`src/rtl/reaction_timer_core.sv`:
```
// -----------------------------------------------------------------------------
// reaction_timer_core
//
// Purpose:
//    Reaction-timer engine running on the board clock. It derives its own
//    timing tick, waits a pseudo-random preparation delay, then counts ticks
//    in packed BCD until the player presses stop. Early presses are flagged as
//    cheats, a full counter saturates into a timeout, and the fastest valid
//    result is kept as the best time.
//
// Ports:
//    clk         board clock
//    reset       synchronous, active-high
//    start       debounced button level, acts on its rising edge
//    stop        debounced button level, acts on its rising edge
//    led         status pattern for the LED bank
//    digits      current/last result, packed BCD, digit 0 in [3:0]
//    best        best result, packed BCD (all nines until a result exists)
//    best_valid  best holds a real result
//    state       FSM state code (IDLE=0 .. TIMEOUT=5)
//    done        one-cycle pulse on entry to DONE
//    tick        one-cycle tick strobe
// -----------------------------------------------------------------------------
module reaction_timer_core #(
   parameter int CLK_HZ      = 100_000_000,
   parameter int TICK_HZ     = 1000,
   parameter int DIGITS      = 4,
   parameter int PREP_MIN    = 1000,
   parameter int PREP_RAND_W = 10,
   parameter int LED_W       = 16
) (
   input  logic                  clk,
   input  logic                  reset,
   input  logic                  start,
   input  logic                  stop,
   output logic [LED_W-1:0]      led,
   output logic [4*DIGITS-1:0]   digits,
   output logic [4*DIGITS-1:0]   best,
   output logic                  best_valid,
   output logic [2:0]            state,
   output logic                  done,
   output logic                  tick
);

   localparam int DIV   = CLK_HZ / TICK_HZ;
   localparam int DIV_W = $clog2(DIV);
   localparam int PC_W  = $clog2(PREP_MIN + 2**PREP_RAND_W);

   localparam logic [4*DIGITS-1:0] ALL_NINE  = {DIGITS{4'h9}};
   localparam logic [LED_W-1:0]    LED_LOWER = {{(LED_W/2){1'b0}}, {(LED_W/2){1'b1}}};
   localparam logic [LED_W-1:0]    LED_UPPER = {{(LED_W/2){1'b1}}, {(LED_W/2){1'b0}}};
   localparam logic [LED_W-1:0]    LED_ALT   = {(LED_W/2){2'b10}};

   typedef enum logic [2:0] {
      IDLE    = 3'd0,
      PREP    = 3'd1,
      TIMING  = 3'd2,
      DONE    = 3'd3,
      CHEAT   = 3'd4,
      TIMEOUT = 3'd5
   } stateT;

   stateT               r_state;
   stateT               w_nextState;
   logic                r_startQ;
   logic                r_stopQ;
   logic [15:0]         r_lfsr;
   logic [DIV_W-1:0]    r_divCnt;
   logic                r_tick;
   logic [PC_W-1:0]     r_prepCnt;
   logic [4*DIGITS-1:0] r_digits;
   logic [4*DIGITS-1:0] r_best;
   logic                r_bestValid;
   logic [LED_W-1:0]    r_led;
   logic                r_done;

   logic                w_startEdge;
   logic                w_stopEdge;
   logic                w_lfsrFb;
   logic [DIV_W-1:0]    w_divNext;
   logic [PC_W-1:0]     w_prepLoad;
   logic                w_allNine;
   logic                w_enterPrep;
   logic                w_enterTiming;
   logic                w_enterDone;
   logic [LED_W-1:0]    w_ledNext;

   // Ripple a +1 through the BCD digits, least significant digit first.
   // Once a digit absorbs the carry the remaining digits are untouched.
   function automatic logic [4*DIGITS-1:0] bcdInc(input logic [4*DIGITS-1:0] v);
      logic [4*DIGITS-1:0] res;
      logic                carry;
      res   = v;
      carry = 1'b1;
      for (int i = 0; i < DIGITS; i++) begin
         if (carry) begin
            if (v[4*i +: 4] == 4'd9) begin
               res[4*i +: 4] = 4'd0;
            end else begin
               res[4*i +: 4] = v[4*i +: 4] + 4'd1;
               carry         = 1'b0;
            end
         end
      end
      return res;
   endfunction

   assign w_startEdge = start & ~r_startQ;
   assign w_stopEdge  = stop & ~r_stopQ;
   assign w_lfsrFb    = r_lfsr[15] ^ r_lfsr[13] ^ r_lfsr[12] ^ r_lfsr[10];
   assign w_prepLoad  = PC_W'(PREP_MIN) + PC_W'(r_lfsr[PREP_RAND_W-1:0]);
   assign w_allNine   = (r_digits == ALL_NINE);

   assign w_enterPrep   = (w_nextState == PREP)   && (r_state != PREP);
   assign w_enterTiming = (w_nextState == TIMING) && (r_state != TIMING);
   assign w_enterDone   = (w_nextState == DONE)   && (r_state != DONE);

   // The divider restarts whenever a timed phase begins so that the first
   // tick of PREP or TIMING always lands exactly DIV cycles after entry.
   always_comb begin
      w_divNext = r_divCnt + DIV_W'(1);
      if (w_enterPrep || w_enterTiming || (r_divCnt == DIV_W'(DIV - 1))) begin
         w_divNext = '0;
      end
   end

   // State register.
   always_ff @(posedge clk) begin
      if (reset) begin
         r_state <= IDLE;
      end else begin
         r_state <= w_nextState;
      end
   end

   // Next-state logic. Stop is checked first in PREP/TIMING so it wins a
   // simultaneous start+stop; the other states only ever look at start.
   always_comb begin
      w_nextState = r_state;
      case (r_state)
         IDLE: begin
            if (w_startEdge) w_nextState = PREP;
         end
         PREP: begin
            if (w_stopEdge) begin
               w_nextState = CHEAT;
            end else if (r_tick && (r_prepCnt == PC_W'(1))) begin
               w_nextState = TIMING;
            end
         end
         TIMING: begin
            if (w_stopEdge) begin
               w_nextState = DONE;
            end else if (r_tick && w_allNine) begin
               w_nextState = TIMEOUT;
            end
         end
         DONE, CHEAT, TIMEOUT: begin
            if (w_startEdge) w_nextState = PREP;
         end
         default: w_nextState = IDLE;
      endcase
   end

   // Output decode works on the upcoming state so the registered LED pattern
   // changes on the same edge as the state itself.
   always_comb begin
      w_ledNext = '0;
      case (w_nextState)
         TIMING:  w_ledNext = '1;
         DONE:    w_ledNext = LED_LOWER;
         CHEAT:   w_ledNext = LED_ALT;
         TIMEOUT: w_ledNext = LED_UPPER;
         default: w_ledNext = '0;
      endcase
   end

   // Datapath: edge-detect history, LFSR, tick divider, preparation countdown,
   // BCD result counter and the best-time register. The result counter only
   // advances when the FSM stays in TIMING, so a tick that coincides with the
   // stop press or with the saturating all-nines value is dropped.
   always_ff @(posedge clk) begin
      if (reset) begin
         r_startQ    <= 1'b0;
         r_stopQ     <= 1'b0;
         r_lfsr      <= 16'hACE1;
         r_divCnt    <= '0;
         r_tick      <= 1'b0;
         r_prepCnt   <= '0;
         r_digits    <= '0;
         r_best      <= ALL_NINE;
         r_bestValid <= 1'b0;
         r_led       <= '0;
         r_done      <= 1'b0;
      end else begin
         r_startQ <= start;
         r_stopQ  <= stop;
         r_lfsr   <= {r_lfsr[14:0], w_lfsrFb};
         r_divCnt <= w_divNext;
         r_tick   <= (w_divNext == DIV_W'(DIV - 1));
         r_led    <= w_ledNext;
         r_done   <= w_enterDone;

         if (w_enterPrep) begin
            r_prepCnt <= w_prepLoad;
         end else if ((r_state == PREP) && r_tick) begin
            r_prepCnt <= r_prepCnt - PC_W'(1);
         end

         if (w_enterTiming) begin
            r_digits <= '0;
         end else if ((r_state == TIMING) && (w_nextState == TIMING) && r_tick) begin
            r_digits <= bcdInc(r_digits);
         end

         if (w_enterDone && (!r_bestValid || (r_digits < r_best))) begin
            r_best      <= r_digits;
            r_bestValid <= 1'b1;
         end
      end
   end

   assign led        = r_led;
   assign digits     = r_digits;
   assign best       = r_best;
   assign best_valid = r_bestValid;
   assign state      = r_state;
   assign done       = r_done;
   assign tick       = r_tick;

endmodule

```
`config.mk`:
```
export PLATFORM = sky130hd
export DESIGN_NAME = reaction_timer_core
export DESIGN_NICKNAME = d
export VERILOG_FILES = /design/src/rtl/reaction_timer_core.sv
export SDC_FILE = /design/constraint.sdc
export NUM_CORES = 1
export LEC_CHECK = 0
export BUFFER_PORTS_ARGS = -buffer_cell sky130_fd_sc_hd__buf_4
export CORE_ASPECT_RATIO = 0.75
export CORE_MARGIN = 1
export CORE_UTILIZATION = 35
export CTS_BUF_LIST = sky130_fd_sc_hd__clkbuf_4
export DETAILED_ROUTE_END_ITERATION = 6
export SETUP_SLACK_MARGIN = 0.02
export SYNTH_ARGS = -nofsm -noshare
export SYNTH_HDL_FRONTEND = slang
export SYNTH_SLANG_ARGS = --single-unit
export TNS_END_PERCENT = 100
```
`constraint.sdc`:
```
create_clock -name clk -period 5 [get_ports clk]
set_input_delay 1 -clock clk [delete_from_list [all_inputs] [get_ports clk]]
set_output_delay 1 -clock clk [all_outputs]
set_load 0.1 [all_outputs]
```
Yosys cells after proc, flatten, opt, wreduce, memory -nomap -nowiden. Cells that the tools add are included.

$add $sub $neg: 7. Muxes and demuxes: 28. Order comparisons: 1. Reductions and logical operators: 20. Bitwise gates (word level): 7. Equality and inequality tests: 21.

Operators by type and width (number): 16-bit one-hot mux with 4 select lines (1); 17-bit equality test (second input constant) (2); 11-bit two-way mux (2); 17-bit by 1-bit adder with 17-bit output (second input constant) (1); 17-bit two-way mux (1); 4-bit by 1-bit adder with 4-bit output (second input constant) (4); 16-bit equality test (second input constant) (1); 4-bit equality test (second input constant) (4); 16-bit less-than comparator (1); 4-bit two-way mux (4); 3-bit two-way mux (5); 1-bit two-way mux (14); 3-bit by 2-bit equality test with 1-bit output (second input constant) (4); 3-bit equality test (second input constant) (4); 10-bit by 10-bit adder with 11-bit output (first input constant) (1); 11-bit by 1-bit equality test with 1-bit output (second input constant) (1); 11-bit by 1-bit subtractor with 11-bit output (second input constant) (1); 1-bit logical AND (9); 3-bit one-hot mux with 3 select lines (1); 3-bit by 1-bit equality test with 1-bit output (second input constant) (2); 3-bit by 2-bit != test with 1-bit output (second input constant) (2); 2-bit AND reduction (3); 4-bit OR reduction (1); 3-bit zero test (1); other kinds (8) (14).

Input bits: 4. Output and inout port bits: 54. Word-level logic and storage cells: 99. Register bits after elaboration: 100.

Longest topological paths before layout. Gate-level depths: netlist (run 1).

Word-level depth: 20. Gate-level depth with buffers: 11. Depth with buffers taken out: 8.

Worst setup path before layout (run 1). OpenSTA, ideal clock, no wires.

Kind: register -> register. Start point: register r_digits[10], in the netlist digits[10]. End point: register r_best[0], in the netlist best[0]. Setup time: 0.072 ns. Path buffers: 2. Required time: 4.928 ns. Cell stages (with the launch flop): 10. Setup slack: 2.026 ns. Period minus slack after synthesis: 2.974 ns. Data arrival time: 2.901 ns. Cells stage by stage: dfxtp_1 > ha_1 > and4_1 > a221oi_1 > o21ai_0 > a31oi_1 > o211a_1 > buf_2 > buf_2 > mux2i_1.

Cells in the longest elaborated chain, start to end: 8. Elaborated cells between the ends (all ways): 10. Those cells by class: 1 x order compare; 2 x eq/ne; 3 x mux; 4 x reduce/logical.

RTL lines: start: declaration (line 71) `logic [4*DIGITS-1:0] r_digits;`; start signal: assignment (line 213) `r_digits <= bcdInc(r_digits);`; 16-bit equality test (line 112) `assign w_allNine = (r_digits == ALL_NINE);`; 1-bit logical AND (line 154) `end else if (r_tick && w_allNine) begin`; 3-bit two-way mux (line 154); 3-bit two-way mux (line 152) `if (w_stopEdge) begin`; 3-bit one-hot mux with 3 select lines (line 140) `case (r_state)`; 3-bit by 2-bit equality test with 1-bit output (line 116) `assign w_enterDone = (w_nextState == DONE) && (r_state != DONE);`; 1-bit logical AND (line 116); 1-bit logical AND * (line 216) `if (w_enterDone && (!r_bestValid || (r_digits < r_best))) begin`; end signal: assignment (line 217) `r_best <= r_digits;`; end: declaration (line 72) `logic [4*DIGITS-1:0] r_best;`.

Every way passes the cells marked *; elsewhere a longest branch is shown, timed or not. A chain may end at the register's enable or synchronous reset.

Final worst setup path (run 1).
Start point: register r_digits[9], in the netlist digits[9]. End point: register r_best[14], in the netlist best[14].

Same word-level chain as after synthesis.

==> results.sh, run 1 <==
export IMPL_share_seq_of_total_power_pct=55.8
export IMPL_worstPathRequired_ps=5360
export IMPL_slew_headroom_pct=43.3
export IMPL_status="completed"
export IMPL_ys_warn_count=0
export IMPL_critical_path_class="reg2reg"
export IMPL_hold_class="reg2reg"
export IMPL_postCtsSetupBuffers=0
export IMPL_cp_max_fo=16
export IMPL_n_antenna_cell=0
export IMPL_maxCapViolations=0
export IMPL_synthAdderAreaFrac_pct=5.36
export IMPL_crit_arrival_ps=3100
export IMPL_multi_input_area_um2=2390
export IMPL_htree_levels=3
export IMPL_muxShareOfSynthArea_pct=5.00
export IMPL_syn_to_final_growth_pct=14.0
export IMPL_slowest_delay_ps=730
export IMPL_wire_per_inst_um=12.4
export IMPL_grt_overflow=0
export IMPL_crit_family="compound AO/OA/AOI/OAI gates"
export IMPL_drt_iter0_drc=157
export IMPL_cts_made_buffers=9
export IMPL_num_vias=3446
export IMPL_finalWirelength_um=8890
export IMPL_power_density_nw_per_um2=264
export IMPL_dieWidth_um=132
export IMPL_setup_violations=0
export IMPL_final_layout_size_suffix_gt1_share_pct=16.9
export IMPL_maxSlewViolCount=0
export IMPL_synth_compound_area_share_pct=9.40
export IMPL_grt_max_degree=69
export IMPL_finalSetupTns_ps=0
export IMPL_clkTransAtPathRegs_ps=150
export IMPL_comb_power_share_pct=10.6
export IMPL_ys_seq_area_share_pct=39.7
export IMPL_gp_congestion=0.757
export IMPL_cts_buffer_depth=2
export IMPL_regArea_um2=1760
export IMPL_cts_resized=0
export IMPL_skew_ps=22.2
export IMPL_yosys_area_share_simple_pct=26.6
export IMPL_internal_power_uw=972
export IMPL_via_per_inst=4.81
export IMPL_drtAntennaViolNets=0
export IMPL_cts_sinks=88
export IMPL_path_cells="ha_1 -> and4_1 -> a221oi_1 -> o21ai_0 -> a31oi_1 -> o211a_1 -> mux2i_1"
export IMPL_hpwl_um=6470
export IMPL_ctsHoldBuffers=0
export IMPL_syn_area_um2=4430
export IMPL_antenna_found_initial=0
export IMPL_synth_nets=530
export IMPL_fillCellCount=1208
export IMPL_vdd_ir_drop_max_uv=110
export IMPL_ys_seq_elements=88
export IMPL_clk_latency_ps=450
export IMPL_grt_pass1_vias=3136
export IMPL_start_kind="flip-flop"
export IMPL_fp_coreArea_um2=12300
export IMPL_final_hold_viol_count=0
export IMPL_fmax_mhz=365
export IMPL_hold_ws_ps=432
export IMPL_p_switching_uw=363
export IMPL_fin_crit_sh_pct=54.7
export IMPL_fin_crit_ps=2740
export IMPL_synth_area_per_cell_um2=8.74
export IMPL_clkPwrFrac_pct=33.6
export IMPL_synthCells=507
export IMPL_root_buffer="clkbuf_4"
export IMPL_critPathBufInv=0
export IMPL_synthArstFlopShare_pct=0
export IMPL_fin_nets=569
export IMPL_grt_pass1_wl_um=15100
export IMPL_layout_cells_non_filler=717
export IMPL_initial_core_util_pct=36.0
export IMPL_synth_distinct_cells=61
export IMPL_post_synth_xor_area_fraction_pct=7.51
export IMPL_rsz0062_at_grt="false"
export IMPL_io_buffers=57
export IMPL_yosys_top_cells_area="dfxtp_1 (40%), nor2_1 (6.1%), ha_1 (5.4%), xor2_1 (5.3%), mux2i_1 (4.7%)"
export IMPL_first_pass_iters=4
export IMPL_dp_cells=701
export IMPL_die_height_um=99.5
export IMPL_p_total_mw=1.33
export IMPL_drc_errors=0
export IMPL_synth_edf_count=0
export IMPL_die_area_um2=13100
export IMPL_track_usage_pct=14.3
export IMPL_yosysTopAreaCellShare_pct=39.7
export IMPL_worst_pin_slew_ps=850
export IMPL_cts_tree="yes"
export IMPL_pin_count=58
export IMPL_ys_flop_type="dfxtp_1"
export IMPL_end_kind="flip-flop"
export IMPL_switching_share_pct=27.2
export IMPL_row_count=35
export IMPL_cpMaxStageDelayCell="o211a_1"
export IMPL_p_leak_nw=2.00
export IMPL_yosysTopAreaCell="dfxtp_1"
export IMPL_synth_top_family_by_area="simple AND/OR/NAND/NOR gates"
-- per-stage QoR --
step	setup slack, ps	area, um2	util (%)
6_report	2260	5050	41.1
5_1_grt	2090	5050	41.1
4_1_cts	2290	5050	41.1
3_5_place_dp	1900	4890	39.7
3_3_place_gp	1950	4890	39.7
2_1_floorplan	2030	4430	-
-- layout by cell type, fill, tap and decap left out, types with 4 or more instances in the layout --
cell       n
o21ai_0   16
buf_4     57
or2_2     11
mux2i_1   21
a211oi_1   9
nor2_1    72
nor3_1    11
nand2b_1  19
nand2_1   24
clkbuf_4   9
nand4_1    8
nor2b_1   21
dfxtp_1   88
xor2_1    27
xnor2_1   11
inv_1     27
nand3_1   17
ha_1      19
a21oi_1   18
nor3b_1    4
-- worst paths after layout --
kind / from / to / cells past startpoint / slack, ps
hold / removal: r_lfsr[14] / r_lfsr[15] / 1 / 430
setup / recovery: digits[9] / best[14] / 7 / 2260
hold reg to reg: r_lfsr[14] / r_lfsr[15] / 1 / 430
setup reg to reg: digits[9] / best[14] / 7 / 2260
-- power by group through the flow --
stage / clock (mW) / combinational, mW / sequential (mW)
floorplan: 0 / 0.110 / 0.772
global placement: 0 / 0.141 / 0.759
detailed placement: 0 / 0.142 / 0.760
CTS: 0.464 / 0.143 / 0.745
global route: 0.496 / 0.153 / 0.749
finish: 0.448 / 0.142 / 0.745
-- synth_stat cells, types with 3 or more instances --
master / instances
a211oi_1: 9
a21oi_1: 18
and3_1: 3
and4_1: 3
buf_4: 12
buf_6: 3
clkbuf_1: 11
dfxtp_1: 88
ha_1: 19
inv_1: 27
mux2i_1: 21
nand2_1: 24
nand2b_1: 19
nand3_1: 17
nand4_1: 8
nor2_1: 72
nor2b_1: 21
nor3_1: 11
nor3b_1: 4
o21ai_0: 16
or2_2: 11
xnor2_1: 11
xor2_1: 27
-- logic make-up (layout without fill, tap and decap cells) --
| logic type | Yosys count | count (layout) |
|---|---|---|
| adders and majority gates | 19 | 19 |
| DFF | 88 | 88 |
| xor gates and xnor gates | 38 | 38 |
| and+or+nand+nor | 219 | 219 |
| buffers and inverters | 56 | 100 |
| muxes | 22 | 22 |
| AOI/OAI and AO/OA | 65 | 65 |
-- sequential cells by signal (all words and copies together) (netlist names) --
| signal | flops |
|---|---|
| best | 16 |
| best_valid | 1 |
| state | 3 |
| led | 4 |
| r_startQ | 1 |
| tick | 1 |
| r_divCnt | 17 |
| r_stopQ | 1 |
| digits | 16 |
| r_lfsr | 16 |
| r_prepCnt | 11 |
| done | 1 |
-- metal layers --
metal | up-vias | global-route usage, % | part of all wire [%]
met4 | 0 | 4.74 | 1.2
met3 | 12 | 4.03 | 5.0
met5 | - | 0 | 0
met1 | 1574 | 19.5 | 51
li1 | 1794 | - | -
met2 | 66 | 21.8 | 43
-- layout make-up --
cell class / count / area share (%)
multi-input cells: 363 / 47.3
flip-flops and latches: 88 / 34.9
repair buffers: 57 / 8.47
well taps: 166 / 4.11
inverters: 27 / 2.01
clock inverters: 7 / 1.91
clock buffers: 9 / 1.34
-- worst register-to-register path, delay by kind of cell (launching register included) --
family	cells	cell delay [ps]
and+or+nand+nor	1	220
DFF	1	540
muxes	1	270
adders and majority gates	1	310
AOI/OAI and AO/OA	4	1300
(Power assumes the default switching activity.)
==> inputs of run 2 (changes only) <==
- clock period: 5 -> 2.7 ns (I/O delays scaled with it)
==> results.sh, run 2 (synthesized netlist as in run 1, its figures left out) <==
export IMPL_antenna_found_initial=0
export IMPL_grt_pass1_vias=3376
export IMPL_hpwl_um=6800
export IMPL_die_area_um2=13100
export IMPL_cts_made_buffers=9
export IMPL_track_usage_pct=15.3
export IMPL_start_kind="flip-flop"
export IMPL_clkTransAtPathRegs_ps=130
export IMPL_crit_arrival_ps=2560
export IMPL_postCtsSetupBuffers=0
export IMPL_io_buffers=57
export IMPL_n_antenna_cell=0
export IMPL_wire_per_inst_um=12.9
export IMPL_final_common_cell="dfxtp_1"
export IMPL_fillCellCount=1230
export IMPL_design_area_um2=5090
export IMPL_final_cell_mix="dfxtp_1 (76), nor2_1 (72), buf_4 (63)"
export IMPL_pin_count=58
export IMPL_finalWirelength_um=9340
export IMPL_dp_cells=707
export IMPL_cp_max_fo=16
export IMPL_die_height_um=99.5
export IMPL_critical_path_class="reg2reg"
export IMPL_p_leak_nw=2.03
export IMPL_finalSetupTns_ps=0
export IMPL_maxSlewViolCount=0
export IMPL_gp_congestion=0.780
export IMPL_cts_tree="yes"
export IMPL_rsz0062_at_grt="false"
export IMPL_finish_utilization_pct=41.4
export IMPL_grt_overflow=0
export IMPL_htree_levels=3
export IMPL_hold_class="in2reg"
export IMPL_dpl_cell_area_um2=4950
export IMPL_fp_coreArea_um2=12300
export IMPL_fin_nets=575
export IMPL_drc_errors=0
export IMPL_maxCapViolations=0
export IMPL_status="completed"
export IMPL_root_buffer="clkbuf_4"
export IMPL_syn_to_final_growth_pct=14.9
export IMPL_clk_latency_ps=440
export IMPL_via_per_inst=4.85
export IMPL_slew_headroom_pct=54.9
export IMPL_grt_pass1_wl_um=16100
export IMPL_drtAntennaViolNets=0
export IMPL_skew_ps=19.8
export IMPL_cts_resized=0
export IMPL_row_count=35
export IMPL_setup_violations=0
export IMPL_fin_crit_ps=2200
export IMPL_cts_sinks=88
export IMPL_worst_pin_slew_ps=667
export IMPL_power_density_nw_per_um2=481
export IMPL_vdd_ir_drop_max_uv=221
export IMPL_initial_core_util_pct=36.0
export IMPL_grt_max_degree=68
export IMPL_regMostFlops="r_divCnt"
export IMPL_layout_cells_non_filler=721
export IMPL_dieWidth_um=132
export IMPL_worstPathRequired_ps=3060
export IMPL_largest_register_ffs=17
export IMPL_drt_iter0_drc=260
export IMPL_cts_buffer_depth=2
export IMPL_fin_crit_sh_pct=81.5
export IMPL_final_hold_viol_count=0
export IMPL_num_vias=3494
export IMPL_fmax_mhz=454
export IMPL_first_pass_iters=4
export IMPL_final_layout_size_suffix_gt1_share_pct=19.5
export IMPL_end_kind="flip-flop"
export IMPL_ctsHoldBuffers=0
## run 2: cell types whose count changed in the layout (fill, tap and decap cells not counted)
| cell | previous run | this run |
|---|---|---|
| dfxtp_1 | 88 | 76 |
| dfxtp_2 | 0 | 12 |
| buf_4 | 57 | 63 |
| clkinvlp_4 | 3 | 1 |
| clkbuf_4 | 9 | 10 |
| clkinv_1 | 0 | 1 |
| clkinv_2 | 1 | 0 |
| clkinv_4 | 1 | 0 |
## run 2: routing by layer
layer	wire, um	global-route usage, %	vias up
li1	-	-	1801
met1	4820	20.5	1607
met2	3950	23.4	74
met3	424	4.38	12
met4	139	5.55	0
met5	0	0	-
## run 2: area by class of cell
cell class	count	area (um2)	share of cell area, %
clock buffer	10	75.1	1.47
clock inverter	4	71.3	1.40
inverter	27	101	1.99
sequential	88	1780	34.9
multi-input combinational	363	2390	46.9
tap	166	208	4.08
timing repair buffer	63	473	9.28
## run 2: final timing paths
path,from,end,slack (ps),cells past startpoint
max,digits[10],best[11],500,8
min,start,r_startQ,320,2
max reg2reg,digits[10],best[11],500,8
min reg2reg,r_lfsr[14],r_lfsr[15],420,1
## run 2: worst max-delay path, stage by stage, from the launching register on
cell and delay (ps):
dfxtp_2 390, ha_1 310, and4_1 220, a221oi_1 220
o21ai_0 130, a31oi_1 180, o211a_1 160, buf_4 290
mux2i_1 230
## run 2: power by group
group / switching [mW] / leakage, nW / internal (mW)
clock network: 0.430 / 0.0760 / 0.374
registers: 0.0388 / 0.722 / 1.34
logic: 0.181 / 1.24 / 0.0889
## run 2: metrics by stage
step           total power, mW  setup slack [ps]  hold slack, ps
2_1_floorplan             1.63              27.9             389
3_3_place_gp              1.67               482             398
3_5_place_dp              1.68               375             409
4_1_cts                   2.50               461             274
5_1_grt                   2.58               282             281
6_report                  2.45               500             315
==> inputs of run 3 (changes only) <==
- clock period: 2.7 -> 2.1 ns (I/O delays scaled with it)
==> results.sh, run 3 (synthesized netlist as in run 1, its figures left out) <==
export IMPL_die_area_um2=13100
export IMPL_grt_max_degree=46
export IMPL_setup_violations=0
export IMPL_grt_pass1_vias=3256
export IMPL_cts_sinks=88
export IMPL_drtAntennaViolNets=0
export IMPL_grt_pass1_wl_um=16000
export IMPL_final_cell_mix="buf_4 (80), nor2_1 (72), dfxtp_1 (52)"
export IMPL_reg2reg_from="digits[11]"
export IMPL_hold_class="in2reg"
export IMPL_comb_power_share_pct=11.2
export IMPL_worstHoldStart="start"
export IMPL_p_leak_nw=2.15
export IMPL_start_kind="flip-flop"
export IMPL_r2r_cells=8
export IMPL_root_buffer="clkbuf_4"
export IMPL_fin_crit_sh_pct=94.5
export IMPL_worstPathRequired_ps=2480
export IMPL_crit_arrival_ps=2360
export IMPL_grt_overflow=0
export IMPL_largest_register_ffs=17
export IMPL_maxCapViolations=0
export IMPL_end_kind="flip-flop"
export IMPL_wire_per_inst_um=13.2
export IMPL_fp_coreArea_um2=12300
export IMPL_internal_power_mw=2.30
export IMPL_crit_path_start="digits[11]"
export IMPL_row_count=35
export IMPL_multi_input_area_um2=2480
export IMPL_critical_path_class="reg2reg"
export IMPL_clkTransAtPathRegs_ps=140
export IMPL_dp_cells=719
export IMPL_cp_max_fo=7
export IMPL_fin_crit_ps=1980
export IMPL_p_total_mw=3.18
export IMPL_finish_utilization_pct=44.4
export IMPL_initial_core_util_pct=36.0
export IMPL_die_height_um=99.5
export IMPL_pin_count=58
export IMPL_reg2reg_setup_slack_ps=120
export IMPL_slew_headroom_pct=64.2
export IMPL_fmax_mhz=504
export IMPL_dieWidth_um=132
export IMPL_rsz0062_at_grt="true"
export IMPL_drc_errors=0
export IMPL_htree_levels=3
export IMPL_share_seq_of_total_power_pct=55.0
export IMPL_drt_iter0_drc=155
export IMPL_syn_to_final_growth_pct=23.2
export IMPL_regArea_um2=1860
export IMPL_fin_nets=594
export IMPL_via_per_inst=4.84
export IMPL_finalWirelength_um=9760
export IMPL_cts_tree="yes"
export IMPL_worst_pin_slew_ps=523
export IMPL_gp_congestion=0.847
export IMPL_switching_share_pct=27.7
export IMPL_fillCellCount=1195
export IMPL_skew_ps=27.9
export IMPL_status="completed"
export IMPL_layout_cells_non_filler=742
export IMPL_hpwl_um=6990
export IMPL_power_density_nw_per_um2=582
export IMPL_final_hold_viol_count=0
export IMPL_final_common_cell="buf_4"
export IMPL_first_pass_iters=4
export IMPL_regMostFlops="r_divCnt"
export IMPL_final_layout_size_suffix_gt1_share_pct=29.5
export IMPL_clkPwrFrac_pct=33.9
export IMPL_track_usage_pct=15.3
export IMPL_cts_made_buffers=9
export IMPL_p_switching_uw=883
export IMPL_vdd_ir_drop_max_uv=471
export IMPL_num_vias=3593
export IMPL_maxSlewViolCount=0
export IMPL_io_buffers=57
export IMPL_holdPathStages=2
export IMPL_cts_buffer_depth=2
export IMPL_clk_latency_ps=460
export IMPL_antenna_found_initial=0
export IMPL_n_antenna_cell=0
-- run 3: cell types whose count changed in the layout (fill, tap and decap cells not counted), sizes merged --
cell / change
clkinv: +1
clkinvlp: +2
buf: +18
-- run 3: power groups by stage --
stage	logic, mW	registers, mW	clock network, mW
global route	0.383	1.76	1.19
detailed placement	0.352	1.78	0
floorplan	0.261	1.81	0
CTS	0.354	1.75	1.13
global placement	0.351	1.78	0
finish	0.356	1.75	1.08
-- run 3: final timing paths --
path | end
worst min-delay path | r_startQ
worst max register to register | best[13]
worst max-delay path | best[13]
worst min register to register | r_lfsr[15]
-- run 3: per-layer routing --
metal  vias up  routed length (um)  global-route usage, %
met4         0                 113                   5.55
met5         -                   0                      0
met3        10                 398                   4.03
li1       1846                   -                      -
met2        65                4120                   23.3
met1      1672                5130                   21.0
-- run 3: critical path, stage by stage (launching register included) --
cell and delay, ps:
dfxtp_4 390, ha_4 250, and4_4 190, a221oi_2 210, o21ai_1 100, a31oi_1 210
o211a_4 240, clkbuf_16 160, mux2i_1 170
-- run 3: through the flow --
stage / cell area (um2) / hold slack, ps / worst slack [ps] / setup TNS (ps)
after floorplan: 4580 / 389 / -36.2 / -361
after global placement: 5170 / 399 / 143 / 0
after detailed placement: 5170 / 401 / 60.5 / 0
after CTS: 5330 / 157 / 50.0 / 0
after global routing: 5460 / 194 / -44.9 / -398
final: 5460 / 203 / 115 / 0
-- run 3: cell type report --
type / count / area share, %
multi-input cells: 363 / 45.4
well taps: 166 / 3.80
clock buffers: 9 / 1.24
inverters: 27 / 1.86
repair buffers: 82 / 11.8
clock inverters: 7 / 1.76
flip-flops and latches: 88 / 34.1
-- run 3: what timing repair did --
item | 4_1_cts | 5_1_grt
endpoints found under the setup margin | 0 | 19
setup buffers | 0 | 6
hold buffers | 0 | 0
gates resized for setup | 0 | 9
endpoints found under the hold margin | 0 | 0
